==> config.mk <==
export PLATFORM = sky130hd
export DESIGN_NAME = wb_master_cmd_flat
export DESIGN_NICKNAME = d
export VERILOG_FILES = /design/src/rtl/wb_master_cmd_if.sv /design/src/rtl/wb_master_cmd.sv /design/src/flat_wrapper.sv
export SDC_FILE = /design/constraint.sdc
export NUM_CORES = 1
export LEC_CHECK = 0
export BUFFER_PORTS_ARGS = -buffer_cell sky130_fd_sc_hd__buf_2
export CAP_MARGIN = 20
export CELL_PAD_IN_SITES_DETAIL_PLACEMENT = 1
export CELL_PAD_IN_SITES_GLOBAL_PLACEMENT = 2
export CORE_AREA = 2 2 155 126
export DETAILED_ROUTE_END_ITERATION = 10
export DIE_AREA = 0 0 157 128
export HOLD_SLACK_MARGIN = 0.1
export MAX_ROUTING_LAYER = met4
export PLACE_DENSITY_LB_ADDON = 0.1
export RECOVER_POWER = 100
export SYNTH_ARGS = -nofsm -noshare
export SYNTH_HDL_FRONTEND = slang
export SYNTH_SLANG_ARGS = --single-unit
export TNS_END_PERCENT = 30
==> constraint.sdc <==
create_clock -name clk -period 3.3 [get_ports clk]
set_input_delay 0.33 -clock clk [delete_from_list [all_inputs] [get_ports clk]]
set_output_delay 0.33 -clock clk [all_outputs]
set_load 0.01 [all_outputs]
==> src/rtl/wb_master_cmd_if.sv <==
// Wishbone B3 classic bus bundle shared by the command master and its slaves.
interface wishbone_b3 #(
    parameter int DATA_WIDTH   = 32,
    parameter int ADDR_WIDTH   = 32,
    parameter int SELECT_WIDTH = 4
);
    logic                    cyc;
    logic                    stb;
    logic                    we;
    logic [ADDR_WIDTH-1:0]   adr;
    logic [SELECT_WIDTH-1:0] sel;
    logic [DATA_WIDTH-1:0]   dat_m2s;
    logic [DATA_WIDTH-1:0]   dat_s2m;
    logic                    ack;
    logic                    err;
    logic                    rty;

    modport master (output cyc, stb, we, adr, sel, dat_m2s,
                    input  ack, err, rty, dat_s2m);
    modport slave  (input  cyc, stb, we, adr, sel, dat_m2s,
                    output ack, err, rty, dat_s2m);
endinterface

==> src/rtl/wb_master_cmd.sv <==
// Single-outstanding Wishbone B3 master: one command in, one bus transfer
// with bounded retries and per-attempt timeout, one response pulse out.
module wb_master_cmd #(
    parameter int DATA_WIDTH   = 32,
    parameter int ADDR_WIDTH   = 32,
    parameter int SELECT_WIDTH = 4,
    parameter int TIMEOUT      = 16,
    parameter int MAX_RETRY    = 3
) (
    input  logic                    clk,
    input  logic                    reset,
    wishbone_b3.master              bus,
    input  logic                    cmd_valid,
    output logic                    cmd_ready,
    input  logic                    cmd_we,
    input  logic [ADDR_WIDTH-1:0]   cmd_adr,
    input  logic [DATA_WIDTH-1:0]   cmd_dat,
    input  logic [SELECT_WIDTH-1:0] cmd_sel,
    output logic                    rsp_valid,
    output logic [DATA_WIDTH-1:0]   rsp_dat,
    output logic [1:0]              rsp_status
);
    localparam int TW = (TIMEOUT > 1) ? $clog2(TIMEOUT) : 1;
    localparam int RW = (MAX_RETRY > 0) ? $clog2(MAX_RETRY + 1) : 1;

    localparam logic [1:0] ST_OK    = 2'd0;
    localparam logic [1:0] ST_ERR   = 2'd1;
    localparam logic [1:0] ST_TMO   = 2'd2;
    localparam logic [1:0] ST_RTYX  = 2'd3;

    typedef enum logic [1:0] {IDLE, BUS, BACKOFF, RESP} state_t;

    state_t                  state_q, state_d;
    logic                    cyc_q, cyc_d;
    logic                    stb_q, stb_d;
    logic                    we_q, we_d;
    logic                    cmd_we_q, cmd_we_d;
    logic [ADDR_WIDTH-1:0]   adr_q, adr_d;
    logic [SELECT_WIDTH-1:0] sel_q, sel_d;
    logic [DATA_WIDTH-1:0]   dat_q, dat_d;
    logic [TW-1:0]           timer_q, timer_d;
    logic [RW-1:0]           retry_q, retry_d;
    logic                    rsp_valid_q, rsp_valid_d;
    logic [DATA_WIDTH-1:0]   rsp_dat_q, rsp_dat_d;
    logic [1:0]              rsp_status_q, rsp_status_d;

    always_comb begin
        state_d      = state_q;
        cyc_d        = cyc_q;
        stb_d        = stb_q;
        we_d         = we_q;
        cmd_we_d     = cmd_we_q;
        adr_d        = adr_q;
        sel_d        = sel_q;
        dat_d        = dat_q;
        timer_d      = timer_q;
        retry_d      = retry_q;
        rsp_valid_d  = 1'b0;
        rsp_dat_d    = rsp_dat_q;
        rsp_status_d = rsp_status_q;

        case (state_q)
            IDLE: begin
                if (cmd_valid) begin
                    cmd_we_d = cmd_we;
                    adr_d    = cmd_adr;
                    sel_d    = cmd_sel;
                    dat_d    = cmd_dat;
                    timer_d  = '0;
                    retry_d  = '0;
                    cyc_d    = 1'b1;
                    stb_d    = 1'b1;
                    we_d     = cmd_we;
                    state_d  = BUS;
                end
            end
            BUS: begin
                // err wins over ack, ack wins over rty when sampled together
                if (bus.err || bus.ack || bus.rty ||
                    timer_q == TW'(TIMEOUT - 1)) begin
                    cyc_d   = 1'b0;
                    stb_d   = 1'b0;
                    we_d    = 1'b0;
                    state_d = RESP;
                    rsp_valid_d = 1'b1;
                    rsp_dat_d   = '0;
                    if (bus.err) begin
                        rsp_status_d = ST_ERR;
                    end else if (bus.ack) begin
                        rsp_status_d = ST_OK;
                        if (!cmd_we_q) rsp_dat_d = bus.dat_s2m;
                    end else if (bus.rty) begin
                        if (retry_q < RW'(MAX_RETRY)) begin
                            retry_d     = retry_q + RW'(1);
                            state_d     = BACKOFF;
                            rsp_valid_d = 1'b0;
                            rsp_dat_d   = rsp_dat_q;
                        end else begin
                            rsp_status_d = ST_RTYX;
                        end
                    end else begin
                        rsp_status_d = ST_TMO;
                    end
                end else begin
                    timer_d = timer_q + TW'(1);
                end
            end
            BACKOFF: begin
                timer_d = '0;
                cyc_d   = 1'b1;
                stb_d   = 1'b1;
                we_d    = cmd_we_q;
                state_d = BUS;
            end
            default: begin
                state_d = IDLE;
            end
        endcase
    end

    always_ff @(posedge clk or posedge reset) begin
        if (reset) begin
            state_q      <= IDLE;
            cyc_q        <= 1'b0;
            stb_q        <= 1'b0;
            we_q         <= 1'b0;
            cmd_we_q     <= 1'b0;
            adr_q        <= '0;
            sel_q        <= '0;
            dat_q        <= '0;
            timer_q      <= '0;
            retry_q      <= '0;
            rsp_valid_q  <= 1'b0;
            rsp_dat_q    <= '0;
            rsp_status_q <= 2'd0;
        end else begin
            state_q      <= state_d;
            cyc_q        <= cyc_d;
            stb_q        <= stb_d;
            we_q         <= we_d;
            cmd_we_q     <= cmd_we_d;
            adr_q        <= adr_d;
            sel_q        <= sel_d;
            dat_q        <= dat_d;
            timer_q      <= timer_d;
            retry_q      <= retry_d;
            rsp_valid_q  <= rsp_valid_d;
            rsp_dat_q    <= rsp_dat_d;
            rsp_status_q <= rsp_status_d;
        end
    end

    assign cmd_ready   = (state_q == IDLE) && !reset;
    assign bus.cyc     = cyc_q;
    assign bus.stb     = stb_q;
    assign bus.we      = we_q;
    assign bus.adr     = adr_q;
    assign bus.sel     = sel_q;
    assign bus.dat_m2s = dat_q;
    assign rsp_valid   = rsp_valid_q;
    assign rsp_dat     = rsp_dat_q;
    assign rsp_status  = rsp_status_q;
endmodule

==> src/flat_wrapper.sv <==
// flat-port wrapper written by rule: the top's interface ports become plain ports
module wb_master_cmd_flat 
#(
    parameter int DATA_WIDTH   = 32,
    parameter int ADDR_WIDTH   = 32,
    parameter int SELECT_WIDTH = 4,
    parameter int TIMEOUT      = 16,
    parameter int MAX_RETRY    = 3
)
  (clk, reset, cmd_valid, cmd_ready, cmd_we, cmd_adr, cmd_dat, cmd_sel, rsp_valid, rsp_dat, rsp_status, bus_cyc, bus_stb, bus_we, bus_adr, bus_sel, bus_dat_m2s, bus_ack, bus_err, bus_rty, bus_dat_s2m);
  wishbone_b3 #(.DATA_WIDTH(DATA_WIDTH), .ADDR_WIDTH(ADDR_WIDTH), .SELECT_WIDTH(SELECT_WIDTH)) bus_i ();
  input  logic clk;
  input  logic reset;
  input  logic cmd_valid;
  output logic cmd_ready;
  input  logic cmd_we;
  input  logic [ADDR_WIDTH-1:0] cmd_adr;
  input  logic [DATA_WIDTH-1:0] cmd_dat;
  input  logic [SELECT_WIDTH-1:0] cmd_sel;
  output logic rsp_valid;
  output logic [DATA_WIDTH-1:0] rsp_dat;
  output logic [1:0] rsp_status;
  output wire logic [$bits(bus_i.cyc)-1:0] bus_cyc;
  output wire logic [$bits(bus_i.stb)-1:0] bus_stb;
  output wire logic [$bits(bus_i.we)-1:0] bus_we;
  output wire logic [$bits(bus_i.adr)-1:0] bus_adr;
  output wire logic [$bits(bus_i.sel)-1:0] bus_sel;
  output wire logic [$bits(bus_i.dat_m2s)-1:0] bus_dat_m2s;
  input wire logic [$bits(bus_i.ack)-1:0] bus_ack;
  input wire logic [$bits(bus_i.err)-1:0] bus_err;
  input wire logic [$bits(bus_i.rty)-1:0] bus_rty;
  input wire logic [$bits(bus_i.dat_s2m)-1:0] bus_dat_s2m;
  assign bus_cyc = bus_i.cyc;
  assign bus_stb = bus_i.stb;
  assign bus_we = bus_i.we;
  assign bus_adr = bus_i.adr;
  assign bus_sel = bus_i.sel;
  assign bus_dat_m2s = bus_i.dat_m2s;
  assign bus_i.ack = bus_ack;
  assign bus_i.err = bus_err;
  assign bus_i.rty = bus_rty;
  assign bus_i.dat_s2m = bus_dat_s2m;
  wb_master_cmd #(.DATA_WIDTH(DATA_WIDTH), .ADDR_WIDTH(ADDR_WIDTH), .SELECT_WIDTH(SELECT_WIDTH), .TIMEOUT(TIMEOUT), .MAX_RETRY(MAX_RETRY)) u_core (.clk(clk), .reset(reset), .bus(bus_i), .cmd_valid(cmd_valid), .cmd_ready(cmd_ready), .cmd_we(cmd_we), .cmd_adr(cmd_adr), .cmd_dat(cmd_dat), .cmd_sel(cmd_sel), .rsp_valid(rsp_valid), .rsp_dat(rsp_dat), .rsp_status(rsp_status));
endmodule
==> load_flow_metrics.sql, run 1 <==
INSERT INTO impl_metrics (metric_group, metric, value, unit) VALUES
('clock_network', 'clk_root_buffer_cell', 'clkbuf_16', ''),
('clock_network', 'buffers_from_clock_root_to_sink_at_most', '2', ''),
('yosys', 'async_reset_ff_share', '100', '%'),
('timing', 'worst_hold_slack', '147', 'ps'),
('yosys', 'number_of_flops_mapped_to_enable_cells_by_yosys', '0', ''),
('power', 'finalPower', '6.56', 'mW'),
('timing', 'worst_clock_skew', '13.1', 'ps'),
('die', 'initial_core_util', '25.5', '%'),
('cells_and_area', 'fin_area', '6630', 'µm²'),
('yosys', 'syn-num-nets', '478', ''),
('run_status', 'status', 'complete, but fails checks', ''),
('cells_and_area', 'final_cells', '862', ''),
('drt', 'post_route_ant_nets', '0', ''),
('yosys', 'synthCells', '364', ''),
('critical_path', 'timing.critical_path.to_type', 'flip-flop', ''),
('timing', 'setup_viol_count_final', '0', ''),
('yosys', 'synth_flop_cell', 'dfrtp_1', ''),
('flow_run', 'maxCapViolCount', '1', ''),
('run_status', 'violated_checks', 'max-capacitance violations, max-slew violations', ''),
('critical_path', 'crit_path_max_incr_delay', '650', 'ps'),
('clock_network', 'cts-buffers-inserted', '17', ''),
('critical_path', 'worst_r2r_endpoint', 'u_core.rsp_dat[14]', ''),
('timing', 'final-max-slew-violation-count', '37', ''),
('yosys', 'ys_top_cells_by_area', 'dfrtp_1 (60%), mux2_2 (17%), mux2i_1 (7.2%), inv_1 (3.5%), nand2_1 (2.7%)', ''),
('cells_and_area', 'layout-drive-gt1-share', '36.3', '%'),
('clock_network', 'cts_hold_repair.buffers', '0', ''),
('drt', 'via_per_inst', '4.16', ''),
('timing', 'grt_setup_unrepaired', 'false', ''),
('die', 'num_io_pins', '214', ''),
('global_routing', 'groute.layer.met1.usage', '17.8', '%'),
('yosys', 'syn_avg_cell_area', '13.0', 'µm²'),
('global_routing', 'grt.overflow.total', '0', ''),
('timing', 'slew-limit-headroom', '-10.6', '%'),
('placed_design', 'gp_congestion', '0.809', ''),
('drt', 'drt_iter0_markers', '143', ''),
('critical_path', 'timing.critical_path.mode_cell', 'inv_1', ''),
('die', 'floorplan.core_area', '18600', 'µm²'),
('drt', 'route.final.wire_length', '13300', 'µm'),
('critical_path', 'crit_type', 'flip-flop to flip-flop', ''),
('global_routing', 'groute.layer.met2.usage', '19.7', '%'),
('worst_hold_path', 'hp-start', 'cmd_dat[16]', ''),
('power', 'power.density', '990', 'nW/µm²'),
('timing', 'hold_viol', '0', ''),
('worst_hold_path', 'timing.hold.worst_endpoint', 'u_core.bus.dat_m2s[16]', ''),
('timing', 'setup_slack', '705', 'ps'),
('global_routing', 'grt_first_pass_wirelength', '21200', 'µm'),
('clock_network', 'cts.htree.levels', '4', ''),
('critical_path', 'cp.arrival', '2910', 'ps'),
('placed_design', 'place_worst_setup_slack', '981', 'ps'),
('clock_network', 'clock_sink_count', '114', ''),
('yosys', 'netlist.area_leader.share', '60.1', '%'),
('global_routing', 'number_of_antenna_violations_at_the_first_check_in_global_routing', '3', ''),
('placed_design', 'placed_cells_incl_taps', '826', ''),
('yosys', 'leading_post_synthesis_cells_by_instance_count', 'dfrtp_1 (114), mux2_2 (70), inv_1 (44)', ''),
('drt', 'route.detailed.drc', '0', ''),
('worst_hold_path', 'hold-path-cell-count', '2', ''),
('worst_hold_path', 'min-delay-path-class', 'input pin to flip-flop', ''),
('critical_path', 'critPathLaunchType', 'flip-flop', ''),
('critical_path', 'worstReg2RegStart', 'u_core.state_q[1]', ''),
('placed_design', 'io_buffer_count', '213', ''),
('drt', 'drtPass1Iterations', '4', ''),
('die', 'floorplan.rows', '45', ''),
('power', 'power.ir.vdd_worst', '0.375', 'mV'),
('global_routing', 'gr-usage-all-layers', '14.4', '%'),
('global_routing', 'grt_pass1_vias', '3863', ''),
('die', 'die_h', '128', 'µm'),
('cells_and_area', 'syn2layout_area_growth', '39.6', '%'),
('placed_design', 'place_hpwl', '9730', 'µm'),
('drt', 'vias', '3587', ''),
('timing', 'fin_setup_tns', '0', 'ps'),
('timing', 'timing.fmax', '385', 'MHz');
[worst max-delay path by stage]
stage               slack, ps                 end              start
floorplan                1480       u_core.bus.we  u_core.state_q[1]
global placement         1110   u_core.rsp_dat[2]  u_core.state_q[1]
detailed placement        980  u_core.rsp_dat[10]  u_core.state_q[1]
CTS                       950  u_core.rsp_dat[14]  u_core.state_q[1]
global route              530  u_core.rsp_dat[14]  u_core.state_q[1]
finish                    710  u_core.rsp_dat[14]  u_core.state_q[1]
[where the power goes]
group	switching, mW	total (mW)	internal, mW
Sequential	0.339	2.38	2.04
Combinational	1.24	2.24	1.00
Clock	0.702	1.94	1.24
[layout make-up]
cell class | instances | area [µm²]
Fill cell | 2169 | 12000
Sequential cell | 114 | 2850
Multi-Input combinational cell | 190 | 1660
Timing Repair Buffer | 220 | 983
Clock buffer | 19 | 453
Tap cell | 258 | 323
Clock inverter | 13 | 173
Inverter | 44 | 166
Antenna cell | 4 | 10.0
[layout by cell type, fill, tap and decap left out, types with 5 or more instances in the layout]
cell and count:
buf_2 105, clkbuf_1 110, clkbuf_16 17, dfrtp_1 114, ha_1 7, inv_1 43
inv_6 5, mux2_2 70, mux2i_1 34, nand2_1 34, o21ai_0 5
[flip-flops by register name (all words and copies together), names as in the netlist]
| signal | cells |
|---|---|
| u_core.bus.cyc | 1 |
| u_core.bus.dat_m2s | 32 |
| u_core.rsp_dat | 32 |
| u_core.bus.adr | 32 |
| u_core.rsp_status | 2 |
| u_core.cmd_we_q | 1 |
| u_core.timer_q | 4 |
| u_core.state_q | 2 |
| u_core.rsp_valid | 1 |
| u_core.retry_q | 2 |
| u_core.bus.sel | 4 |
| u_core.bus.we | 1 |
[cells by family after synthesis]
family	count (synthesis)	share of synthesized area, %
flops	114	60.1
buf+inv	60	5.19
fa+ha+maj	7	1.85
simple gates	53	5.25
mux	104	23.8
compound gates	26	3.82
[worst max-delay path, delay by kind of cell (launching register included)]
family	cells	cell delay, ps
flip-flops	1	410
multiplexers	1	290
buffers and inverters	4	1240
adder cells (fa/ha/maj)	1	350
AO/OA/AOI/OAI	1	190
[metal layers]
metal	up-vias	part of all wire, %
li1	1681	-
met1	1729	45
met2	164	42
met3	13	11
met4	0	1.1
met5	-	0
No activity file was read; power rests on OpenSTA's default activity.
==> inputs of run 2 (changes only) <==
Settings changed: ABC_AREA set to 1, CORE_AREA 2 2 155 126 to 2 2 153 125, DIE_AREA 0 0 157 128 to 0 0 155 127.
Clock period 3.3 ns to 2.1 ns, I/O delays scaled along.
==> run 2 against run 1 <==
The run now ends clean. Design area up 12%. Sequential share of layout area down 4.5 points. Synthesized cell count up 4.9%. Via count up 10%. Count of clock-buffer cells in the layout unchanged. Worst setup slack worse by 430 ps. Critical endpoint is now u_core.bus.adr[18].
==> load_flow_metrics.sql, run 2 <==
INSERT INTO impl_metrics (metric_group, metric, value, unit) VALUES
('global_routing', 'grt_max_degree', '115', ''),
('placed_design', 'place_hpwl', '9430', 'µm'),
('drt', 'drt_iter0_markers', '175', ''),
('timing', 'worst_pin_slew', '1080', 'ps'),
('yosys', 'async_reset_ff_share', '100', '%'),
('critical_path', 'timing.critical_path.slowest_stage_cell', 'dfrtp_1', ''),
('yosys', 'unique_cell_type_count_in_the_yosys_netlist', '23', ''),
('cells_and_area', 'final_cell_mix', 'dfrtp_1 (114), clkbuf_1 (110), buf_2 (105), dlygate4sd3_1 (104), nand2_1 (91)', ''),
('power', 'internal-power', '6.49', 'mW'),
('placed_design', 'io_buffer_count', '213', ''),
('global_routing', 'grt_first_pass_wirelength', '22700', 'µm'),
('global_routing', 'grt_pass1_vias', '4323', ''),
('timing', 'timing.fmax', '547', 'MHz'),
('die', 'initial_core_util', '25.9', '%'),
('clock_network', 'buffers_from_clock_root_to_sink_at_most', '2', ''),
('clock_network', 'cts-buffers-inserted', '17', ''),
('critical_path', 'required', '2390', 'ps'),
('drt', 'route.detailed.drc', '0', ''),
('yosys', 'syn_avg_cell_area', '12.2', 'µm²'),
('power', 'total_switching_power', '3.56', 'mW'),
('die', 'die_x', '155', 'µm'),
('clock_network', 'setup_repair_bufs_after_cts', '0', ''),
('power', 'p_sw_share', '35.4', '%'),
('power', 'power.ir.vdd_worst', '0.543', 'mV'),
('cells_and_area', 'antenna_cells', '0', ''),
('drt', 'route.final.wire_length', '14100', 'µm'),
('clock_network', 'cts-resized-gates', '0', ''),
('critical_path', 'max_fo_critical_path', '68', ''),
('timing', 'timing.final.crit_share', '87.0', '%'),
('yosys', 'synth_warnings', '0', ''),
('clock_network', 'tritoncts_clock_tree', 'built', ''),
('global_routing', 'gr-usage-all-layers', '15.4', '%'),
('timing', 'fin_setup_tns', '0', 'ps'),
('timing', 'period_minus_slack', '1830', 'ps'),
('run_status', 'status', 'completed', ''),
('power', 'finalPower', '10.1', 'mW'),
('timing', 'slew-limit-headroom', '27.9', '%'),
('critical_path', 'critPathLaunchType', 'flip-flop', ''),
('power', 'power.density', '1360', 'nW/µm²'),
('power', 'power.leakage', '3.34', 'nW'),
('yosys', 'synth_flop_cell', 'dfrtp_1', ''),
('clock_network', 'clock_sink_count', '114', ''),
('yosys', 'most_instantiated_library_cell_after_synthesis', 'dfrtp_1', ''),
('timing', 'worst_clock_skew', '7.16', 'ps'),
('timing', 'grt_setup_unrepaired', 'false', ''),
('clock_network', 'clk_root_buffer_cell', 'clkbuf_16', ''),
('die', 'floorplan.rows', '44', ''),
('timing', 'setup_viol_count_final', '0', ''),
('timing', 'hold_viol', '0', ''),
('cells_and_area', 'layout_commonest_cell', 'dfrtp_1', ''),
('die', 'fp.dieArea', '19700', 'µm²'),
('global_routing', 'number_of_antenna_violations_at_the_first_check_in_global_routing', '0', ''),
('yosys', 'number_of_flops_mapped_to_enable_cells_by_yosys', '0', ''),
('clock_network', 'worstSkewPairLatency', '410', 'ps'),
('placed_design', 'gp_congestion', '0.761', ''),
('critical_path', 'timing.critical_path.to_type', 'flip-flop', ''),
('yosys', 'synth-seq-area-share', '61.3', '%'),
('worst_hold_path', 'min-delay-path-class', 'input pin to flip-flop', ''),
('critical_path', 'cp.arrival', '2120', 'ps'),
('flow_run', 'maxCapViolCount', '0', ''),
('cells_and_area', 'syn2layout_area_growth', '59.0', '%'),
('global_routing', 'grt.overflow.total', '0', ''),
('die', 'num_io_pins', '214', ''),
('drt', 'drtPass1Iterations', '4', ''),
('critical_path', 'crit_type', 'flip-flop to flip-flop', ''),
('yosys', 'postSynthRegisterBits', '114', ''),
('clock_network', 'worst_setup_hold_path_clk_slew', '60', 'ps'),
('timing', 'final-max-slew-violation-count', '0', ''),
('power', 'clock_power_share', '27.9', '%'),
('drt', 'routed_wire_length_per_instance', '14.9', 'µm'),
('yosys', 'synthCells', '382', ''),
('power', 'power_frac_seq', '37.0', '%'),
('drt', 'vias', '3955', ''),
('die', 'floorplan.core_area', '18000', 'µm²'),
('yosys', 'netlist.top_cell.by_area', 'dfrtp_1', ''),
('die', 'die_h', '127', 'µm'),
('yosys', 'syn-num-nets', '496', ''),
('critical_path', 'timing.critical_path.cells', 'inv_1, ha_1, nand2_1, buf_12, mux2_2', ''),
('yosys', 'leading_post_synthesis_cells_by_instance_count', 'dfrtp_1 (114), nand2_1 (87), mux2_2 (68)', ''),
('cells_and_area', 'nets_finish', '818', ''),
('critical_path', 'crit_path_max_incr_delay', '420', 'ps'),
('cells_and_area', 'layout-drive-gt1-share', '31.2', '%'),
('yosys', 'netlist.area_leader.share', '61.3', '%'),
('yosys', 'syn_area', '4660', 'µm²'),
('yosys', 'ys_top_cells_by_area', 'dfrtp_1 (61%), mux2_2 (16%), nand2_1 (7.0%), o21ai_0 (2.6%), ha_1 (1.9%)', ''),
('power', 'combinationalPowerShare', '35.1', '%'),
('drt', 'post_route_ant_nets', '0', ''),
('clock_network', 'cts.htree.levels', '4', ''),
('drt', 'via_per_inst', '4.18', '');
-- run 2: cell count changes in the layout (fill, tap and decap cells not counted), moves of 4 or more --
| cell | delta |
|---|---|
| o21ai_0 | +32 |
| mux2i_1 | -34 |
| clkinv_2 | +4 |
| nand2_1 | +57 |
| dlygate4sd3_1 | +104 |
| diode_2 | -4 |
| inv_6 | -4 |
| inv_1 | -31 |
| o21ai_2 | +6 |
-- run 2: critical path, delay by kind of cell (launching register included) --
family                     cells  cell delay [ps]
buffers and inverters          2              430
DFF                            1              420
and+or+nand+nor                1              170
adders and majority gates      1              240
muxes                          1              390
-- run 2: metal layers --
metal  GRT usage [%]  wire, µm
met1            18.2      6130
met2            24.5      6920
met3            4.65       771
met4            6.32       284
met5               -         0
-- run 2: area by class of cell --
| type | instances | area, µm² |
|---|---|---|
| clock inverters | 13 | 136 |
| multi-input cells | 236 | 1610 |
| inverters | 13 | 52.6 |
| fillers | 2048 | 10600 |
| flip-flops and latches | 114 | 2850 |
| well taps | 230 | 288 |
| repair buffers | 322 | 2030 |
| clock buffers | 19 | 443 |
-- run 2: path summary, 6_finish.rpt --
kind | to | slack [ps] | startpoint | cells after the start
worst max-delay path | u_core.bus.adr[18] | 270 | u_core.state_q[0] | 5
worst min-delay path | u_core.rsp_status[1] | 140 | bus_err | 4
worst max register to register | u_core.bus.adr[18] | 270 | u_core.state_q[0] | 5
worst min register to register | u_core.bus.we | 480 | u_core.bus.we | 2
max in group asynchronous | u_core.bus.dat_m2s[6] | 630 | reset | 4
min in group asynchronous | u_core.bus.dat_m2s[20] | 730 | reset | 4
-- run 2: power groups by stage --
stage | combinational [mW] | sequential [mW] | clock (mW)
after floorplan | 1.79 | 4.15 | 0
after global placement | 3.72 | 3.68 | 0
after detailed placement | 3.78 | 3.73 | 0
after CTS | 3.95 | 3.70 | 2.91
after global routing | 3.91 | 3.88 | 3.04
final | 3.53 | 3.72 | 2.81
-- run 2: metrics by stage --
step	hold slack, ps	instance area (µm²)	cells	utilization (%)	setup WS [ps]
global route	176	7410	947	41.1	121
detailed placement	446	5970	811	33.2	326
finish	138	7410	947	41.1	272
global placement	442	5970	811	33.2	399
floorplan	356	4660	382	-	505
CTS	124	7590	947	42.2	310
-- run 2: kinds of logic (layout without fill, tap and decap cells) --
family,count (synthesis),in the layout,synth area share (%)
compound gates,45,45,5.64
buf+inv,32,367,3.68
simple gates,116,116,11.1
fa+ha+maj,7,7,1.88
mux,68,68,16.4
flops,114,114,61.3
-- run 2: timing repair --
action                     4_1_cts  5_1_grt
hold buffers                   104        0
hold endpoints to repair       217        0
setup endpoints to repair        0        0
